File: src/rtl/controladora_multicanal_if.sv
// Per-channel button/presence inputs and lamp/mode-LED outputs of the
// multichannel lighting controller, bundled with master/slave views.
interface controladora_multicanal_if #(
    parameter int unsigned N_CH = 4
);
    logic [N_CH-1:0] push_button;
    logic [N_CH-1:0] infra;
    logic [N_CH-1:0] led;
    logic [N_CH-1:0] saida;

    modport master (output push_button, output infra, input led, input saida);
    modport slave  (input push_button, input infra, output led, output saida);
endinterface

File: src/rtl/controladora_multicanal.sv
// N-channel lighting controller: debounced button, presence sensor, manual/auto
// modes with hold timer. Pre-shutdown warning blink enabled by CONTROLADORA_WARN_EN.
module controladora_multicanal #(
    parameter int unsigned N_CH              = 4,
    parameter int unsigned TICK_DIV          = 50000,
    parameter int unsigned DEBOUNCE_P        = 300,
    parameter int unsigned SWITCH_MODE_MIN_T = 5000,
    parameter int unsigned AUTO_SHUTDOWN_T   = 30000,
    parameter int unsigned WARN_T            = 5000,
    parameter int unsigned BLINK_HALF        = 250
) (
    input  logic                     clk,
    input  logic                     rst,
    controladora_multicanal_if.slave io
);
    localparam int unsigned PW = $clog2(TICK_DIV);
    localparam int unsigned DW = $clog2(DEBOUNCE_P + 1);
    localparam int unsigned SW = $clog2(SWITCH_MODE_MIN_T + 1);
    localparam int unsigned TW = $clog2(AUTO_SHUTDOWN_T + 1);

    localparam logic [PW-1:0] PRESC_LAST = PW'(TICK_DIV - 1);
    localparam logic [DW-1:0] DEB_LAST   = DW'(DEBOUNCE_P - 1);
    localparam logic [SW-1:0] LONG_T     = SW'(SWITCH_MODE_MIN_T);
    localparam logic [TW-1:0] SHUT_T     = TW'(AUTO_SHUTDOWN_T);

    if (N_CH < 1 || TICK_DIV < 2 || DEBOUNCE_P < 1 || SWITCH_MODE_MIN_T < 1 ||
        WARN_T >= AUTO_SHUTDOWN_T || BLINK_HALF < 1) begin : g_param_check
        $error("controladora_multicanal: invalid parameter set");
    end

`ifdef CONTROLADORA_WARN_EN
    localparam int unsigned   BW         = $clog2(BLINK_HALF + 1);
    localparam logic [TW-1:0] WARN_AT    = TW'(AUTO_SHUTDOWN_T - WARN_T);
    localparam logic [BW-1:0] BLINK_LAST = BW'(BLINK_HALF - 1);

    typedef enum logic [2:0] {MAN_OFF, MAN_ON, AUTO_IDLE, AUTO_ON, AUTO_WARN} state_t;

    logic [BW-1:0]   blink_cnt_q [N_CH];
    logic [BW-1:0]   blink_cnt_d [N_CH];
    logic [N_CH-1:0] blink_lvl_q, blink_lvl_d;
`else
    typedef enum logic [2:0] {MAN_OFF, MAN_ON, AUTO_IDLE, AUTO_ON} state_t;
`endif

    logic [PW-1:0]   presc_q, presc_d;
    logic            tick;
    logic [N_CH-1:0] pb_meta_q, pb_meta_d, pb_sync_q, pb_sync_d;
    logic [N_CH-1:0] ir_meta_q, ir_meta_d, ir_sync_q, ir_sync_d;
    logic [N_CH-1:0] clean_q, clean_d, clean_prev_q, clean_prev_d;
    logic [N_CH-1:0] press_fall, long_press, short_press;
    logic [N_CH-1:0] led_q, led_d, saida_q, saida_d;
    logic [DW-1:0]   deb_q   [N_CH];
    logic [DW-1:0]   deb_d   [N_CH];
    logic [SW-1:0]   press_q [N_CH];
    logic [SW-1:0]   press_d [N_CH];
    logic [TW-1:0]   timer_q [N_CH];
    logic [TW-1:0]   timer_d [N_CH];
    state_t          state_q [N_CH];
    state_t          state_d [N_CH];

    always_comb begin
        tick         = (presc_q == PRESC_LAST);
        presc_d      = tick ? '0 : presc_q + 1'b1;
        pb_meta_d    = io.push_button;
        pb_sync_d    = pb_meta_q;
        ir_meta_d    = io.infra;
        ir_sync_d    = ir_meta_q;
        clean_d      = clean_q;
        clean_prev_d = clean_q;
        press_fall   = clean_prev_q & ~clean_q;
        long_press   = '0;
        short_press  = '0;
        led_d        = '0;
        saida_d      = '0;
`ifdef CONTROLADORA_WARN_EN
        blink_lvl_d  = blink_lvl_q;
`endif
        for (int unsigned c = 0; c < N_CH; c++) begin
            deb_d[c]   = deb_q[c];
            press_d[c] = press_q[c];
            timer_d[c] = timer_q[c];
            state_d[c] = state_q[c];
`ifdef CONTROLADORA_WARN_EN
            blink_cnt_d[c] = blink_cnt_q[c];
`endif
            if (pb_sync_q[c] == clean_q[c]) begin
                deb_d[c] = '0;
            end else if (tick) begin
                if (deb_q[c] == DEB_LAST) begin
                    clean_d[c] = pb_sync_q[c];
                    deb_d[c]   = '0;
                end else begin
                    deb_d[c] = deb_q[c] + 1'b1;
                end
            end

            // Press length is judged one clk after pb_clean falls, then cleared.
            long_press[c]  = press_fall[c] && (press_q[c] == LONG_T);
            short_press[c] = press_fall[c] && (press_q[c] != LONG_T);
            if (press_fall[c]) begin
                press_d[c] = '0;
            end else if (clean_q[c] && tick && (press_q[c] != LONG_T)) begin
                press_d[c] = press_q[c] + 1'b1;
            end

            if (long_press[c]) begin
                timer_d[c] = '0;
                if (state_q[c] == MAN_OFF || state_q[c] == MAN_ON) state_d[c] = AUTO_IDLE;
                else                                               state_d[c] = MAN_OFF;
            end else begin
                case (state_q[c])
                    MAN_OFF: if (short_press[c]) state_d[c] = MAN_ON;
                    MAN_ON:  if (short_press[c]) state_d[c] = MAN_OFF;
                    AUTO_IDLE: begin
                        if (ir_sync_q[c]) begin
                            state_d[c] = AUTO_ON;
                            timer_d[c] = '0;
                        end
                    end
                    AUTO_ON: begin
                        if (ir_sync_q[c]) begin
                            timer_d[c] = '0;
                        end else if (tick) begin
                            timer_d[c] = timer_q[c] + 1'b1;
`ifdef CONTROLADORA_WARN_EN
                            if (timer_d[c] == WARN_AT) begin
                                state_d[c]     = AUTO_WARN;
                                blink_cnt_d[c] = '0;
                                blink_lvl_d[c] = 1'b0;
                            end
`else
                            if (timer_d[c] == SHUT_T) state_d[c] = AUTO_IDLE;
`endif
                        end
                    end
`ifdef CONTROLADORA_WARN_EN
                    AUTO_WARN: begin
                        if (ir_sync_q[c]) begin
                            state_d[c] = AUTO_ON;
                            timer_d[c] = '0;
                        end else if (tick) begin
                            timer_d[c] = timer_q[c] + 1'b1;
                            if (timer_d[c] == SHUT_T) state_d[c] = AUTO_IDLE;
                            if (blink_cnt_q[c] == BLINK_LAST) begin
                                blink_cnt_d[c] = '0;
                                blink_lvl_d[c] = ~blink_lvl_q[c];
                            end else begin
                                blink_cnt_d[c] = blink_cnt_q[c] + 1'b1;
                            end
                        end
                    end
`endif
                    default: state_d[c] = AUTO_IDLE;
                endcase
            end

            // Outputs decoded from the next state so they register with it.
            led_d[c]   = (state_d[c] == MAN_OFF) || (state_d[c] == MAN_ON);
            saida_d[c] = (state_d[c] == MAN_ON) || (state_d[c] == AUTO_ON);
`ifdef CONTROLADORA_WARN_EN
            if (state_d[c] == AUTO_WARN) saida_d[c] = blink_lvl_d[c];
`endif
        end
    end

    always_ff @(posedge clk or posedge rst) begin
        if (rst) begin
            presc_q      <= '0;
            pb_meta_q    <= '0;
            pb_sync_q    <= '0;
            ir_meta_q    <= '0;
            ir_sync_q    <= '0;
            clean_q      <= '0;
            clean_prev_q <= '0;
            led_q        <= '0;
            saida_q      <= '0;
            for (int unsigned c = 0; c < N_CH; c++) begin
                deb_q[c]   <= '0;
                press_q[c] <= '0;
                timer_q[c] <= '0;
                state_q[c] <= AUTO_IDLE;
`ifdef CONTROLADORA_WARN_EN
                blink_cnt_q[c] <= '0;
`endif
            end
`ifdef CONTROLADORA_WARN_EN
            blink_lvl_q  <= '0;
`endif
        end else begin
            presc_q      <= presc_d;
            pb_meta_q    <= pb_meta_d;
            pb_sync_q    <= pb_sync_d;
            ir_meta_q    <= ir_meta_d;
            ir_sync_q    <= ir_sync_d;
            clean_q      <= clean_d;
            clean_prev_q <= clean_prev_d;
            led_q        <= led_d;
            saida_q      <= saida_d;
            deb_q        <= deb_d;
            press_q      <= press_d;
            timer_q      <= timer_d;
            state_q      <= state_d;
`ifdef CONTROLADORA_WARN_EN
            blink_cnt_q  <= blink_cnt_d;
            blink_lvl_q  <= blink_lvl_d;
`endif
        end
    end

    assign io.led   = led_q;
    assign io.saida = saida_q;

endmodule

File: src/flat_wrapper.sv
// flat-port wrapper written by rule: the top's interface ports become plain ports
module controladora_multicanal_flat 
#(
    parameter int unsigned N_CH              = 4,
    parameter int unsigned TICK_DIV          = 50000,
    parameter int unsigned DEBOUNCE_P        = 300,
    parameter int unsigned SWITCH_MODE_MIN_T = 5000,
    parameter int unsigned AUTO_SHUTDOWN_T   = 30000,
    parameter int unsigned WARN_T            = 5000,
    parameter int unsigned BLINK_HALF        = 250
)
  (clk, rst, io_push_button, io_infra, io_led, io_saida);
  controladora_multicanal_if #(.N_CH(N_CH)) io_i ();
  input  logic clk;
  input  logic rst;
  input wire logic [$bits(io_i.push_button)-1:0] io_push_button;
  input wire logic [$bits(io_i.infra)-1:0] io_infra;
  output wire logic [$bits(io_i.led)-1:0] io_led;
  output wire logic [$bits(io_i.saida)-1:0] io_saida;
  assign io_i.push_button = io_push_button;
  assign io_i.infra = io_infra;
  assign io_led = io_i.led;
  assign io_saida = io_i.saida;
  controladora_multicanal #(.N_CH(N_CH), .TICK_DIV(TICK_DIV), .DEBOUNCE_P(DEBOUNCE_P), .SWITCH_MODE_MIN_T(SWITCH_MODE_MIN_T), .AUTO_SHUTDOWN_T(AUTO_SHUTDOWN_T), .WARN_T(WARN_T), .BLINK_HALF(BLINK_HALF)) u_core (.clk(clk), .rst(rst), .io(io_i));
endmodule
File: config.mk
export PLATFORM = sky130hd
export DESIGN_NAME = controladora_multicanal_flat
export DESIGN_NICKNAME = d
export VERILOG_FILES = /design/src/rtl/controladora_multicanal_if.sv /design/src/rtl/controladora_multicanal.sv /design/src/flat_wrapper.sv
export SDC_FILE = /design/constraint.sdc
export NUM_CORES = 1
export LEC_CHECK = 0
export ABC_AREA = 1
export CAP_MARGIN = 15
export CORE_AREA = 10 10 156 158
export CTS_BUF_LIST = sky130_fd_sc_hd__clkbuf_4
export CTS_CLUSTER_DIAMETER = 50
export DETAILED_ROUTE_END_ITERATION = 10
export DIE_AREA = 0 0 166 168
export PLACE_DENSITY = 0.69
export SYNTH_ARGS = -nofsm -noshare
export SYNTH_HDL_FRONTEND = slang
export SYNTH_SLANG_ARGS = --single-unit
File: constraint.sdc
create_clock -name clk -period 25.6 [get_ports clk]
set_clock_uncertainty 0.2 [all_clocks]
set_input_delay 7.68 -clock clk [delete_from_list [all_inputs] [get_ports clk]]
set_output_delay 7.68 -clock clk [all_outputs]
set_load 0.005 [all_outputs]
==> results of run 1 <==
-- routing by layer --
metal	up-vias	track usage	share of wire
li1	5085	-	-
met1	4561	0.208	0.47
met2	143	0.284	0.47
met3	42	0.0333	0.037
met4	0	0.0532	0.020
met5	-	0	0
-- sequential cells by signal, indices dropped and copies added (netlist names) --
register	flops
u_core.deb_q	36
u_core.state_q	12
u_core.io.led	4
u_core.press_q	52
u_core.pb_sync_q	4
u_core.timer_q	60
u_core.clean_prev_d	4
u_core.presc_q	16
u_core.io.saida	4
u_core.ir_meta_q	4
u_core.clean_prev_q	4
u_core.pb_meta_q	4
u_core.ir_sync_q	4
-- worst max-delay path by stage --
stage / startpoint / slack (ns) / endpoint / cells after the start
final: u_core.io.saida[2] / 16.23 / io_saida[2] / 1
after floorplan: rst / 12.05 / u_core.clean_prev_d[0] / 1
after detailed placement: rst / 15.55 / u_core.deb_q[12] / 3
after global placement: rst / 15.55 / u_core.deb_q[11] / 3
after global routing: rst / 16.08 / u_core.press_q[50] / 3
after CTS: u_core.io.saida[2] / 16.15 / io_saida[2] / 1
-- kinds of logic after synthesis --
group / after synthesis / synth area share
simple gates: 790 / 0.311
buf+inv: 228 / 0.0797
flops: 208 / 0.456
compound gates: 206 / 0.101
xor+xnor: 40 / 0.0306
fa+ha+maj: 17 / 0.0186
mux: 3 / 0.00295
other cells: 1 / 0.000328
-- layout make-up --
type	count	area, sq um
antenna	1	2.50
clock buffer	82	616
clock inverter	26	111
fill	1962	8820
inverter	210	808
multi-input combinational	1060	5320
sequential	208	5210
tap	280	350
timing repair buffer	18	178
-- power by group --
part / internal, mW / total, mW / switching [mW]
clock network: 0.149 / 0.290 / 0.141
logic: 0.00608 / 0.0224 / 0.0163
registers: 0.333 / 0.335 / 0.00243
-- through the flow --
stage	std cells	hold slack, ns	utilization
4_1_cts	1884	0.148	0.588
3_3_place_gp	1776	0.133	0.554
2_1_floorplan	1496	0.131	-
5_1_grt	1885	0.160	0.588
6_report	1885	0.147	0.588
3_5_place_dp	1776	0.136	0.554
-- cells in the mapped netlist, types with 5 or more instances --
master,count,area share
nor3_1,56,0.025
and3_1,9,0.0049
o21a_1,6,0.0039
o22ai_1,18,0.0098
xnor2_1,5,0.0038
nor2_2,6,0.0033
nor4_1,5,0.0027
nor2_1,162,0.053
a211oi_1,7,0.0046
nand4_1,46,0.025
inv_1,200,0.066
nand2_1,331,0.11
nand3_1,143,0.063
o21ai_1,7,0.0031
buf_2,10,0.0044
dfrtp_1,204,0.45
ha_1,17,0.019
o31ai_1,9,0.0059
nor3b_1,6,0.0039
nand2_2,8,0.0044
xor2_1,35,0.027
inv_2,8,0.0026
o21ai_0,85,0.037
a21oi_1,63,0.028
==> insert_results.sql, run 1 <==
INSERT INTO impl_metrics (metric_group, metric, value, unit) VALUES
('status', 'outcome', 'finished clean', ''),
('power', 'cellLeakagePower', '5.63', 'nW'),
('sta', 'max-slew-margin-rel', '0.369', ''),
('route', 'vias', '9831', ''),
('setup_path', 'cp.buffers_inverters', '1', ''),
('synth', 'ys_ff_latch', '208', ''),
('setup_path', 'setup.worst_path.start_class', 'flip-flop', ''),
('placement', 'placement.io_buffers', '17', ''),
('global_routing', 'groute.usage.overall', '0.167', ''),
('clock_tree', 'htree_num_levels', '2', ''),
('synth', 'yosysWarnings', '0', ''),
('synth', 'async_set_reset_flop_share_out_of_synthesis', '1.00', ''),
('floorplan', 'num_rows', '54', ''),
('route', 'drtAntennaViolNets', '0', ''),
('setup_path', 'cp_data_arrival_time', '1.49', 'ns'),
('global_routing', 'grt_max_degree', '144', ''),
('setup_path', 'crit_path_max_incr_delay', '0.50', 'ns'),
('layout', 'most-common-layout-cells', '331 x nand2_1, 204 x dfrtp_1, 199 x inv_1', ''),
('setup_path', 'critical_path_sink_type', 'primary output', ''),
('sta', 'layout_min_cycle_time', '9.37', 'ns'),
('layout', 'final_instance_area', '12600', 'sq um'),
('setup_path', 'critical_path.reg2reg.endpoint', 'u_core.timer_q[2]', ''),
('synth', 'synthCells', '1493', ''),
('flow_run', 'maxCapViolations', '0', ''),
('sta', 'fmaxAchievable', '107', 'MHz'),
('layout', 'area.growth.synth_to_final', '10.2', '%'),
('floorplan', 'ports_placed_on_the_boundary', '18', ''),
('route', 'drt_drc_violations_left', '0', ''),
('sta', 'final.setup.worst_slack', '16.23', 'ns'),
('layout', 'nets', '1583', ''),
('clock_tree', 'clock_tree.root_cell', 'clkbuf_4', ''),
('setup_path', 'worstPathRequired', '17.72', 'ns'),
('route', 'routedWlPerCell', '12.3', 'um'),
('clock_tree', 'post_cts.repair.setup_buffers', '0', ''),
('global_routing', 'number_of_global_route_vias_before_repair', '9453', ''),
('placement', 'dpl.hpwl', '16000', 'um'),
('layout', 'layout_commonest_cell', 'nand2_1', ''),
('clock_tree', 'numClockSinks', '208', ''),
('placement', 'place_congestion', '0.847', ''),
('clock_tree', 'cts.repair.resized', '0', ''),
('route', 'via_per_inst', '5.22', ''),
('synth', 'synth_area', '11400', 'sq um'),
('floorplan', 'die_area', '27900', 'sq um'),
('setup_path', 'worstReg2RegStart', 'u_core.presc_q[0]', ''),
('setup_path', 'rr_worst_depth', '13', ''),
('floorplan', 'die_w', '166', 'um'),
('worst_hold_path', 'worstHoldPathType', 'reg2reg', ''),
('sta', 'setup_viol', '0', ''),
('power', 'post-layout-total-power', '0.648', 'mW'),
('sta', 'worst_slew_pin_slew', '0.939', 'ns'),
('clock_tree', 'tritoncts', 'built', ''),
('sta', 'setup_tns', '0', 'ns'),
('setup_path', 'ff_to_ff_setup_slack', '22.59', 'ns'),
('floorplan', 'initial_core_utilization', '0.534', ''),
('sta', 'timing.final.crit_share', '0.366', ''),
('route', 'initialDrtViolationCount', '581', ''),
('clock_tree', 'numCtsBuffers', '58', ''),
('global_routing', 'initial_antenna_violation_count', '1', ''),
('route', 'drt_pre_antenna_iters', '5', ''),
('clock_tree', 'hold_buffers', '0', ''),
('sta', 'hold_viol_final', '0', ''),
('setup_path', 'worst_path_max_delay_cell', 'clkdlybuf4s50_1', ''),
('placement', 'placement.setup.worst_slack', '15.55', 'ns'),
('setup_path', 'path_max_fanout', '1', ''),
('clock_tree', 'clock_latency', '0.68', 'ns'),
('synth', 'synthDistinctLibCells', '51', ''),
('floorplan', 'die_height', '168', 'um'),
('global_routing', 'grt_pass1_wl', '41400', 'um'),
('global_routing', 'overflow', '0', ''),
('synth', 'postSynth.topFlopCell', 'dfrtp_1', ''),
('power', 'power_density', '51.4', 'nW/um^2');
Power figures use the tool's default switching activity.
==> run 2, diff against run 1 <==
--- a/config.mk
+++ b/config.mk
@@ -12,7 +12,7 @@
 export CTS_CLUSTER_DIAMETER = 50
 export DETAILED_ROUTE_END_ITERATION = 10
 export DIE_AREA = 0 0 166 168
-export PLACE_DENSITY = 0.69
+export PLACE_DENSITY = 0.72
 export SYNTH_ARGS = -nofsm -noshare
 export SYNTH_HDL_FRONTEND = slang
 export SYNTH_SLANG_ARGS = --single-unit
==> constraint.sdc (replaced) <==
create_clock -name clk -period 7.7 [get_ports clk]
set_clock_uncertainty 0.2 [all_clocks]
set_input_delay 2.31 -clock clk [delete_from_list [all_inputs] [get_ports clk]]
set_output_delay 2.31 -clock clk [all_outputs]
set_load 0.005 [all_outputs]
==> run 2 against run 1 <==
Compared with the run above:
- sequential power increased to 3.3 times the previous value
- cell count decreased by 0.27%
- sequential share of layout area decreased by 0.086 points
- count of clock-buffer cells in the layout rose by 4
- routed wire length up 0.56%
- critical path depth stayed put
- critical path type unchanged
- largest cell class unchanged
==> insert_results.sql, run 2 (same netlist as run 1, synthesis figures left out) <==
INSERT INTO impl_metrics (metric_group, metric, value, unit) VALUES
('layout', 'fillCellCount', '1933', ''),
('placement', 'placement.setup.worst_slack', '3.49', 'ns'),
('status', 'outcome', 'finished clean', ''),
('layout', 'most-common-layout-cells', '331 x nand2_1, 204 x dfrtp_1, 199 x inv_1', ''),
('sta', 'setup_tns', '0', 'ns'),
('sta', 'hold_viol_final', '0', ''),
('power', 'power_switching', '0.515', 'mW'),
('power', 'combPwrFrac', '0.036', ''),
('global_routing', 'overflow', '0', ''),
('route', 'drt_pre_antenna_iters', '5', ''),
('setup_path', 'worst_path_cell_trace', 'clkdlybuf4s50_1', ''),
('setup_path', 'path_max_fanout', '1', ''),
('clock_tree', 'numClockSinks', '208', ''),
('worst_hold_path', 'worstHoldPathType', 'reg2reg', ''),
('route', 'topRoutingLayerUsed', 'met4', ''),
('layout', 'largest_register_ffs', '60', ''),
('route', 'routedWlPerCell', '12.4', 'um'),
('setup_path', 'setup.worst_path.start_class', 'flip-flop', ''),
('sta', 'fmaxAchievable', '251', 'MHz'),
('clock_tree', 'cts.repair.resized', '0', ''),
('sta', 'max-slew-margin-rel', '0.340', ''),
('floorplan', 'ports_placed_on_the_boundary', '18', ''),
('clock_tree', 'clock_tree.root_cell', 'clkbuf_4', ''),
('clock_tree', 'hold_buffers', '0', ''),
('global_routing', 'initial_antenna_violation_count', '1', ''),
('clock_tree', 'post_cts.repair.setup_buffers', '0', ''),
('sta', 'setup_viol', '0', ''),
('route', 'post_detailed_routing_wire_length', '23400', 'um'),
('setup_path', 'cp.buffers_inverters', '1', ''),
('power', 'switching_share', '0.239', ''),
('placement', 'place_congestion', '0.870', ''),
('layout', 'register_name_with_the_most_flops', 'u_core.timer_q', ''),
('setup_path', 'crit_type', 'reg2out', ''),
('global_routing', 'number_of_global_route_vias_before_repair', '9429', ''),
('route', 'met2_wirelength', '10800', 'um'),
('layout', 'area.growth.synth_to_final', '10.4', '%'),
('clock_tree', 'clkTransAtPathRegs', '0.06', 'ns'),
('sta', 'whs', '0.148', 'ns'),
('floorplan', 'floorplan.core_area', '21400', 'sq um'),
('placement', 'dpl.hpwl', '16200', 'um'),
('power', 'post-layout-total-power', '2.15', 'mW'),
('setup_path', 'cp_data_arrival_time', '1.48', 'ns'),
('power', 'power_density', '170', 'nW/um^2'),
('setup_path', 'worstPathRequired', '5.19', 'ns'),
('power', 'power.share.sequential', '0.518', ''),
('clock_tree', 'htree_num_levels', '2', ''),
('power', 'cellLeakagePower', '5.64', 'nW'),
('global_routing', 'grt_pass1_wl', '41400', 'um'),
('setup_path', 'critical_path.top_delay_family', 'buffers and inverters', ''),
('power', 'clock_power_share', '0.445', ''),
('route', 'met1Wirelength', '11200', 'um'),
('route', 'drt_drc_violations_left', '0', ''),
('clock_tree', 'clock_latency', '0.66', 'ns'),
('power', 'max-vdd-ir-drop', '146', 'uV'),
('sta', 'worst_slew_pin_slew', '0.982', 'ns'),
('layout', 'layout.cells.non_filler', '1880', ''),
('global_routing', 'grt_max_degree', '95', ''),
('flow_run', 'maxCapViolations', '0', ''),
('route', 'vias', '9844', ''),
('setup_path', 'crit_path_max_incr_delay', '0.50', 'ns'),
('route', 'via_per_inst', '5.24', ''),
('power', 'p_int', '1.64', 'mW'),
('clock_tree', 'numCtsBuffers', '56', ''),
('floorplan', 'die_height', '168', 'um'),
('clock_tree', 'longest_clk_path_bufs', '3', ''),
('sta', 'unrepaired_setup_endpoints_after_global_routing', 'no', ''),
('floorplan', 'die_area', '27900', 'sq um'),
('layout', 'nets', '1583', ''),
('placement', 'placement.io_buffers', '17', ''),
('floorplan', 'num_rows', '54', ''),
('route', 'drtAntennaViolNets', '0', ''),
('layout', 'final_layout_size_suffix_gt1_frac', '0.0894', ''),
('clock_tree', 'tritoncts', 'built', ''),
('sta', 'report.final.slew_viol_count', '0', ''),
('setup_path', 'worst_path_max_delay_cell', 'clkdlybuf4s50_1', ''),
('route', 'initialDrtViolationCount', '510', ''),
('floorplan', 'die_w', '166', 'um'),
('route', 'wl_met3', '992', 'um'),
('sta', 'layout_min_cycle_time', '3.99', 'ns'),
('sta', 'final.setup.worst_slack', '3.71', 'ns'),
('global_routing', 'groute.usage.overall', '0.168', ''),
('layout', 'largest_registers', 'u_core.timer_q: 60 flops, u_core.press_q: 52 flops, u_core.deb_q: 36 flops', ''),
('setup_path', 'critical_path_sink_type', 'primary output', ''),
('floorplan', 'initial_core_utilization', '0.534', ''),
('layout', 'layout_commonest_cell', 'nand2_1', ''),
('sta', 'timing.final.crit_share', '0.518', ''),
('placement', 'place_inst', '1777', '');
[run 2: routing by layer]
layer,vias up,GRT usage
li1,5058,-
met1,4588,0.217
met2,159,0.274
met3,39,0.0354
met4,0,0.0589
met5,-,0
[run 2: stage by stage]
stage	instance area [sq um]	utilization
finish	12600	0.589
global route	12600	0.589
CTS	12600	0.588
detailed placement	11900	0.556
global placement	11900	0.556
floorplan	11400	-
[run 2: final timing paths]
path | slack [ns] | startpoint | cells past startpoint | to
worst min register to register | 0.15 | u_core.ir_meta_q[2] | 0 | u_core.ir_sync_q[2]
worst min-delay path | 0.15 | u_core.ir_meta_q[2] | 0 | u_core.ir_sync_q[2]
worst max-delay path | 3.71 | u_core.io.saida[2] | 1 | io_saida[2]
worst max register to register | 4.78 | u_core.presc_q[0] | 13 | u_core.timer_q[2]
min in group asynchronous | 1.74 | rst | 2 | u_core.timer_q[13]
max in group asynchronous | 4.53 | rst | 4 | u_core.state_q[4]
[run 2: power by group through the flow]
| stage | clock network (mW) | logic, mW | registers [mW] |
|---|---|---|---|
| after floorplan | 0 | 0.0530 | 1.13 |
| after global placement | 0 | 0.0776 | 1.13 |
| after detailed placement | 0 | 0.0788 | 1.13 |
| after CTS | 0.996 | 0.0789 | 1.11 |
| after global routing | 1.06 | 0.0895 | 1.12 |
| final | 0.958 | 0.0778 | 1.11 |
[run 2: layout make-up]
type / instances / area (sq um) / area share
Clock inverter: 15 / 58.8 / 0.00466
Inverter: 210 / 805 / 0.0637
Clock buffer: 86 / 646 / 0.0511
Timing Repair Buffer: 20 / 230 / 0.0182
Tap cell: 280 / 350 / 0.0277
Multi-Input combinational cell: 1060 / 5320 / 0.422
Antenna cell: 1 / 2.50 / 0.000198
Sequential cell: 208 / 5210 / 0.413
==> edit 1: new RTL, config.mk and constraints of run 2 <==
Build with the macro `CONTROLADORA_WARN_EN` defined.
--- a/src/rtl/controladora_multicanal.sv
+++ b/src/rtl/controladora_multicanal.sv
@@ -1,4 +1,6 @@
 // N-channel lighting controller: debounced button, presence sensor, manual/auto
 // modes with hold timer. Pre-shutdown warning blink enabled by CONTROLADORA_WARN_EN.
+`define CONTROLADORA_WARN_EN
+
 module controladora_multicanal #(
     parameter int unsigned N_CH              = 4,
Function: no difference found for any inputs over 4 cycles, from zero or initial values and one cycle with rst high; that may be too few to reach the edited logic, so the function may still have changed.
==> edit 1 against run 2 <==
  * Via count increased by 35%
  * Synthesized cell count increased by 31%
  * Worst setup slack got worse by 0.028 ns
  * Power increased by 21%
  * Non-clock buffer count unchanged
  * Final area increased by 25%
  * Sequential cell count increased by 36
  * Worst hold slack got worse by 0.0088 ns
  * Area after synthesis increased by 26%
  * Wire length increased by 37%
==> edit 1: results (changes against run 2) <==
Status
  • Status: completed

Detailed routing
  • Via density: 5.63 (+7.5%)
  • Aggregate routed wire length: 32.0 mm (+37%)
  • DR iter-0 viols: 1042 (+100%)

Layout
  • Layout cells sized above 1: 10.2% (+1.3 points)
  • Top Registers: u_core.timer_q: 60 flops, u_core.press_q: 52 flops, u_core.deb_q: 36 flops
  • Antenna cells: 1 (unchanged)
  • Clock buffers: 99 (+15%)
  • Inverter count: 295 (+40%)
  • FILL cells: 1760 (-8.9%)
  • Post-Layout Cell Count: 2359 (+25%)
  • Register Area: 0.00611 mm^2 (+17%)
  • Area occupied by multi-input gates: 0.00707 mm^2 (+33%)
  • Fin util: 73.6% (+15 points)
  • Nets@finish: 2061 (+30%)
  • Data buffer area share: 1.30% (-0.52 points)
  • #MultiIn Comb: 1398 (+32%)
  • Clock network area share: 5.81% (+0.23 points)

Global route
  • Overall routing resource usage: 22.8% (+6.0 points)
  • Largest net degree at the start of global routing: 128 (+35%)
  • Vias in the first global route: 12.7k (+35%)
  • First-pass GRT wire length: 56.0 mm (+35%)

Power and ir drop
  • Pleak: 0.00702 uW (+25%)
  • VDD IR max: 0.136 mV (-6.8%)
  • P_int: 1990 uW (+22%)

STA
  • Fin Hold WS: 0.139 ns (-0.00884 ns)
  • Worst Tran Pin Value: 1.03 ns (+0.0506 ns)
  • Final WS setup: 3.68 ns (-0.0281 ns)
  • Final setup fails: 0 (unchanged)

Worst hold path
  • Min-Delay Path Class: flip-flop to flip-flop

Clocking
  • TritonCTS Buffers: 67 (+20%)
  • Htree depth: 3 (+1)
  • Post-CTS Resized: 0 (unchanged)
  • CTS clk-pin slew, worst paths: 0.07 ns
  • Clk sink count: 244 (+17%)
  • Setup bufs post-CTS: 0 (unchanged)
  • Skew-Pair Late Insertion Delay: 0.69 ns (+0.03 ns)

Worst setup path
  • R2R setup slack: 4.24 ns (-0.54 ns)
  • Crit path max-delay cell type: clkdlybuf4s50_1
  • Crit path max-delay family: buffers and inverters

Place
  • GPL Wtd Cong: 0.942 (+8.3%)
  • Post-Place Setup Slack: 3.81 ns (+0.320 ns)
  • Placed cell areas: 0.0148 mm^2 (+25%)
  • Placed instance count: 2237 (+26%)
  • DP HPWL: 22.6 mm (+39%)

Synth
  • Area contributors post-synth: dfrtp_1, nand2_1, inv_1
  • Gate count of the mapped netlist: 1954 (+31%)
  • Post-synth design cell area: 0.0144 mm^2 (+26%)
  • Library cells used by synthesis: 60 (+18%)
  • Sequential area share after synthesis: 42.5% (-3.1 points)
  • YS warnings: 0 (unchanged)
  • Synth top cells by count: nand2_1, inv_1, dfrtp_1, nor2_1, nand3_1
[edit 1: cell types whose count changed after synthesis, sizes merged, moves of 13 or more]
cell	run 2	this run
nand2	340	453
inv	208	291
nor2	172	254
dfrtp	204	240
nor4	5	34
nand3	147	173
o22ai	18	42
nand4	46	66
a21oi	64	82
o21ai	94	111
xor2	35	22
[edit 1: power groups by stage]
| stage | Combinational, uW | Sequential [uW] | Clock, uW |
|---|---|---|---|
| floorplan | 35.0 | 1320 | 0 |
| global placement | 50.2 | 1320 | 0 |
| detailed placement | 51.3 | 1320 | 0 |
| CTS | 51.3 | 1290 | 1280 |
| global route | 57.4 | 1290 | 1360 |
| finish | 49.3 | 1290 | 1250 |
[edit 1: layer usage]
| metal | vias up | track usage, % | routed length, um |
|---|---|---|---|
| li1 | 6642 | - | - |
| met1 | 6219 | 29.6 | 14700 |
| met2 | 366 | 37.3 | 15100 |
| met3 | 52 | 3.93 | 1610 |
| met4 | 0 | 9.28 | 607 |
| met5 | - | 0 | 0 |
[edit 1: kinds of logic after synthesis]
kind of cell,count (synthesis),share of synthesized area (%)
flops,244,42.5
xor+xnor,30,1.83
fa+ha+maj,25,2.17
simple gates,1071,34.1
mux,3,0.235
compound gates,269,10.7
buf+inv,312,8.45
[edit 1: worst paths after layout]
kind | startpoint | endpoint | cells past startpoint
setup reg to reg | u_core.presc_q[0] | u_core.timer_q[13] | 12
max in group asynchronous | rst | u_core.blink_cnt_q[17] | 3
hold / removal | u_core.pb_meta_q[3] | u_core.pb_sync_q[3] | 0
hold reg to reg | u_core.pb_meta_q[3] | u_core.pb_sync_q[3] | 0
setup / recovery | u_core.io.saida[2] | io_saida[2] | 1
min in group asynchronous | rst | u_core.timer_q[27] | 2
==> edit 2: new RTL, config.mk and constraints of run 2 <==
Made on the original files. Reset style: synchronous (`rst`), changed in one clocked block.
--- a/src/rtl/controladora_multicanal.sv
+++ b/src/rtl/controladora_multicanal.sv
@@ -164,5 +164,5 @@
     end
 
-    always_ff @(posedge clk or posedge rst) begin
+    always_ff @(posedge clk) begin
         if (rst) begin
             presc_q      <= '0;
Behaviour: differs if rst is asserted again (counterexample within 4 cycles, from zero or initial values and one cycle with rst high); with rst held inactive, the same outputs for 4 cycles.
==> edit 2 against run 2 <==
  * Wire length is 0.69% higher
  * Worst setup slack worse by 0.023 ns
  * Worst hold slack better by 0.053 ns
  * Combinational power is 37% lower
  * Sequential cell count stayed put
  * Final area is 5.1% lower
  * Highest routed layer unchanged
  * Power is 1.4% lower
  * Area after synthesis is 5.3% lower
==> edit 2: results (changes against run 2) <==
Clocking
  • Setup bufs post-CTS: 0 (unchanged)
  • TritonCTS Buffers: 57 (+1.8%)
  • Root Buffer Master: clkbuf_4
  • Post-CTS Resized: 0 (unchanged)

Worst setup path
  • Crit path max-delay cell type: clkdlybuf4s50_1
  • Crit path max-delay family: buffers and inverters
  • CP max FO: 1 (unchanged)
  • Worst EP arrival: 1.50 ns (+0.02 ns)

Layout
  • Inverter count: 223 (+6.2%)
  • Layout cells sized above 1: 7.13% (-1.8 points)
  • Non-clock buffers: 19 (-5.0%)
  • Area Growth Syn to Fin: 10.7%
  • Clock buffers: 67 (-22%)
  • Sequential cell area share: 34.8% (-6.5 points)
  • FILL cells: 2137 (+11%)
  • Nets@finish: 1712 (+8.1%)
  • Data buffer area share: 1.50% (-0.32 points)
  • #MultiIn Comb: 1176 (+11%)
  • Fraction of area in multi-input gates: 47.8% (+5.7 points)
  • Clock network area share: 5.98% (+0.41 points)

STA
  • Slew HR: 37.1% (+3.1 points)

Synth
  • Gate count of the mapped netlist: 1625 (+8.8%)
  • Sequential area share after synthesis: 38.5% (-7.1 points)
  • #FFs+latches synth: 208 (unchanged)
  • Synth top cells by count: nand2_1, dfxtp_1, inv_1, nor2_1, a21oi_1
  • Area contributors post-synth: dfxtp_1, nand2_1, a21oi_1
  • Async set or reset register ratio after synthesis: 0% (-100 points)
  • Library cells used by synthesis: 43 (-16%)
  • Post-synth top flop: dfxtp_1

Detailed routing
  • Drt first pass iters: 5 (unchanged)
  • Vias: 10.3k (+5.0%)
  • Aggregate routed wire length: 23.5 mm (+0.69%)
  • DR iter-0 viols: 633 (+24%)
  • Remaining antenna violation count after routing: 0 (unchanged)
  • Via density: 5.15 (-1.6%)

Status
  • Status: completed

Power and ir drop
  • VDD IR max: 0.165 mV (+12%)
  • Switching part of the total: 23.7% (-0.23 points)
  • Seq group: 1090 uW
  • Flop pwr share: 51.5% (-0.3 points)
  • Power of the clock network: 980 uW (+2.3%)
  • Pleak: 0.00422 uW (-25%)

Worst hold path
  • Min-Delay Path Class: flip-flop to flip-flop

Place
  • Port bufs: 17 (unchanged)
  • Placed cell areas: 0.0112 mm^2 (-5.5%)
  • DP HPWL: 16.5 mm (+2.3%)
  • Post-Place Setup Slack: 3.05 ns (-0.440 ns)
  • GPL Wtd Cong: 0.855 (-1.7%)
  • Placed instance count: 1904 (+7.1%)

Global route
  • Largest net degree at the start of global routing: 36 (-62%)
  • First-pass GRT wire length: 41.2 mm (-0.58%)
  • GR Overflow Total: 0 (unchanged)
  • Vias in the first global route: 9484 (+0.58%)
  • Overall routing resource usage: 16.5% (-0.33 points)

Die
  • # Taps: 280 (unchanged)
[edit 2: cell types whose count changed in the layout (fill, tap and decap cells not counted), moves of 9 or more]
cell      delta
dfxtp_1    +208
a21oi_1     +95
clkbuf_4    -19
nor3_1      +21
clkinv_1    +13
dfrtp_1    -204
o31ai_1      -9
o21ai_0     -34
nor2_1      +12
o22ai_1     -18
nand2_1     +78
nand3_1     -22
xor2_1      -17
[edit 2: cells by family after synthesis]
family | count (synthesis) | synth area share [%]
AND/OR/NAND/NOR | 884 | 36.7
buffers and inverters | 244 | 8.73
AO/OA/AOI/OAI | 240 | 11.6
flip-flops | 208 | 38.5
XOR/XNOR | 31 | 2.51
adder cells (fa/ha/maj) | 17 | 1.96
other | 1 | 0.0346
[edit 2: worst reg2reg max path, cell delays in order (launching register included)]
cell and delay [ns]:
dfxtp_1 0.35, ha_1 0.21, nand3_2 0.14, nor2_4 0.18, nand3_4 0.36, inv_2 0.37
nand2_1 0.10, nand2_2 0.34, inv_1 0.19, a21oi_1 0.16, nor2_1 0.06
[edit 2: path summary, 6_finish.rpt]
| path | start | to | slack (ns) | cells past startpoint |
|---|---|---|---|---|
| max | u_core.io.saida[0] | io_saida[0] | 3.69 | 1 |
| min | u_core.ir_meta_q[0] | u_core.ir_sync_q[0] | 0.20 | 2 |
| max reg2reg | u_core.presc_q[0] | u_core.timer_q[16] | 4.94 | 10 |
| min reg2reg | u_core.ir_meta_q[0] | u_core.ir_sync_q[0] | 0.20 | 2 |
[edit 2: per-layer routing]
| metal | vias up | track usage [%] | part of all wire, % |
|---|---|---|---|
| met2 | 170 | 26.8 | 45 |
| met5 | - | 0 | 0 |
| li1 | 5471 | - | - |
| met4 | 0 | 6.59 | 1.9 |
| met3 | 46 | 3.66 | 4.5 |
| met1 | 4650 | 20.7 | 48 |
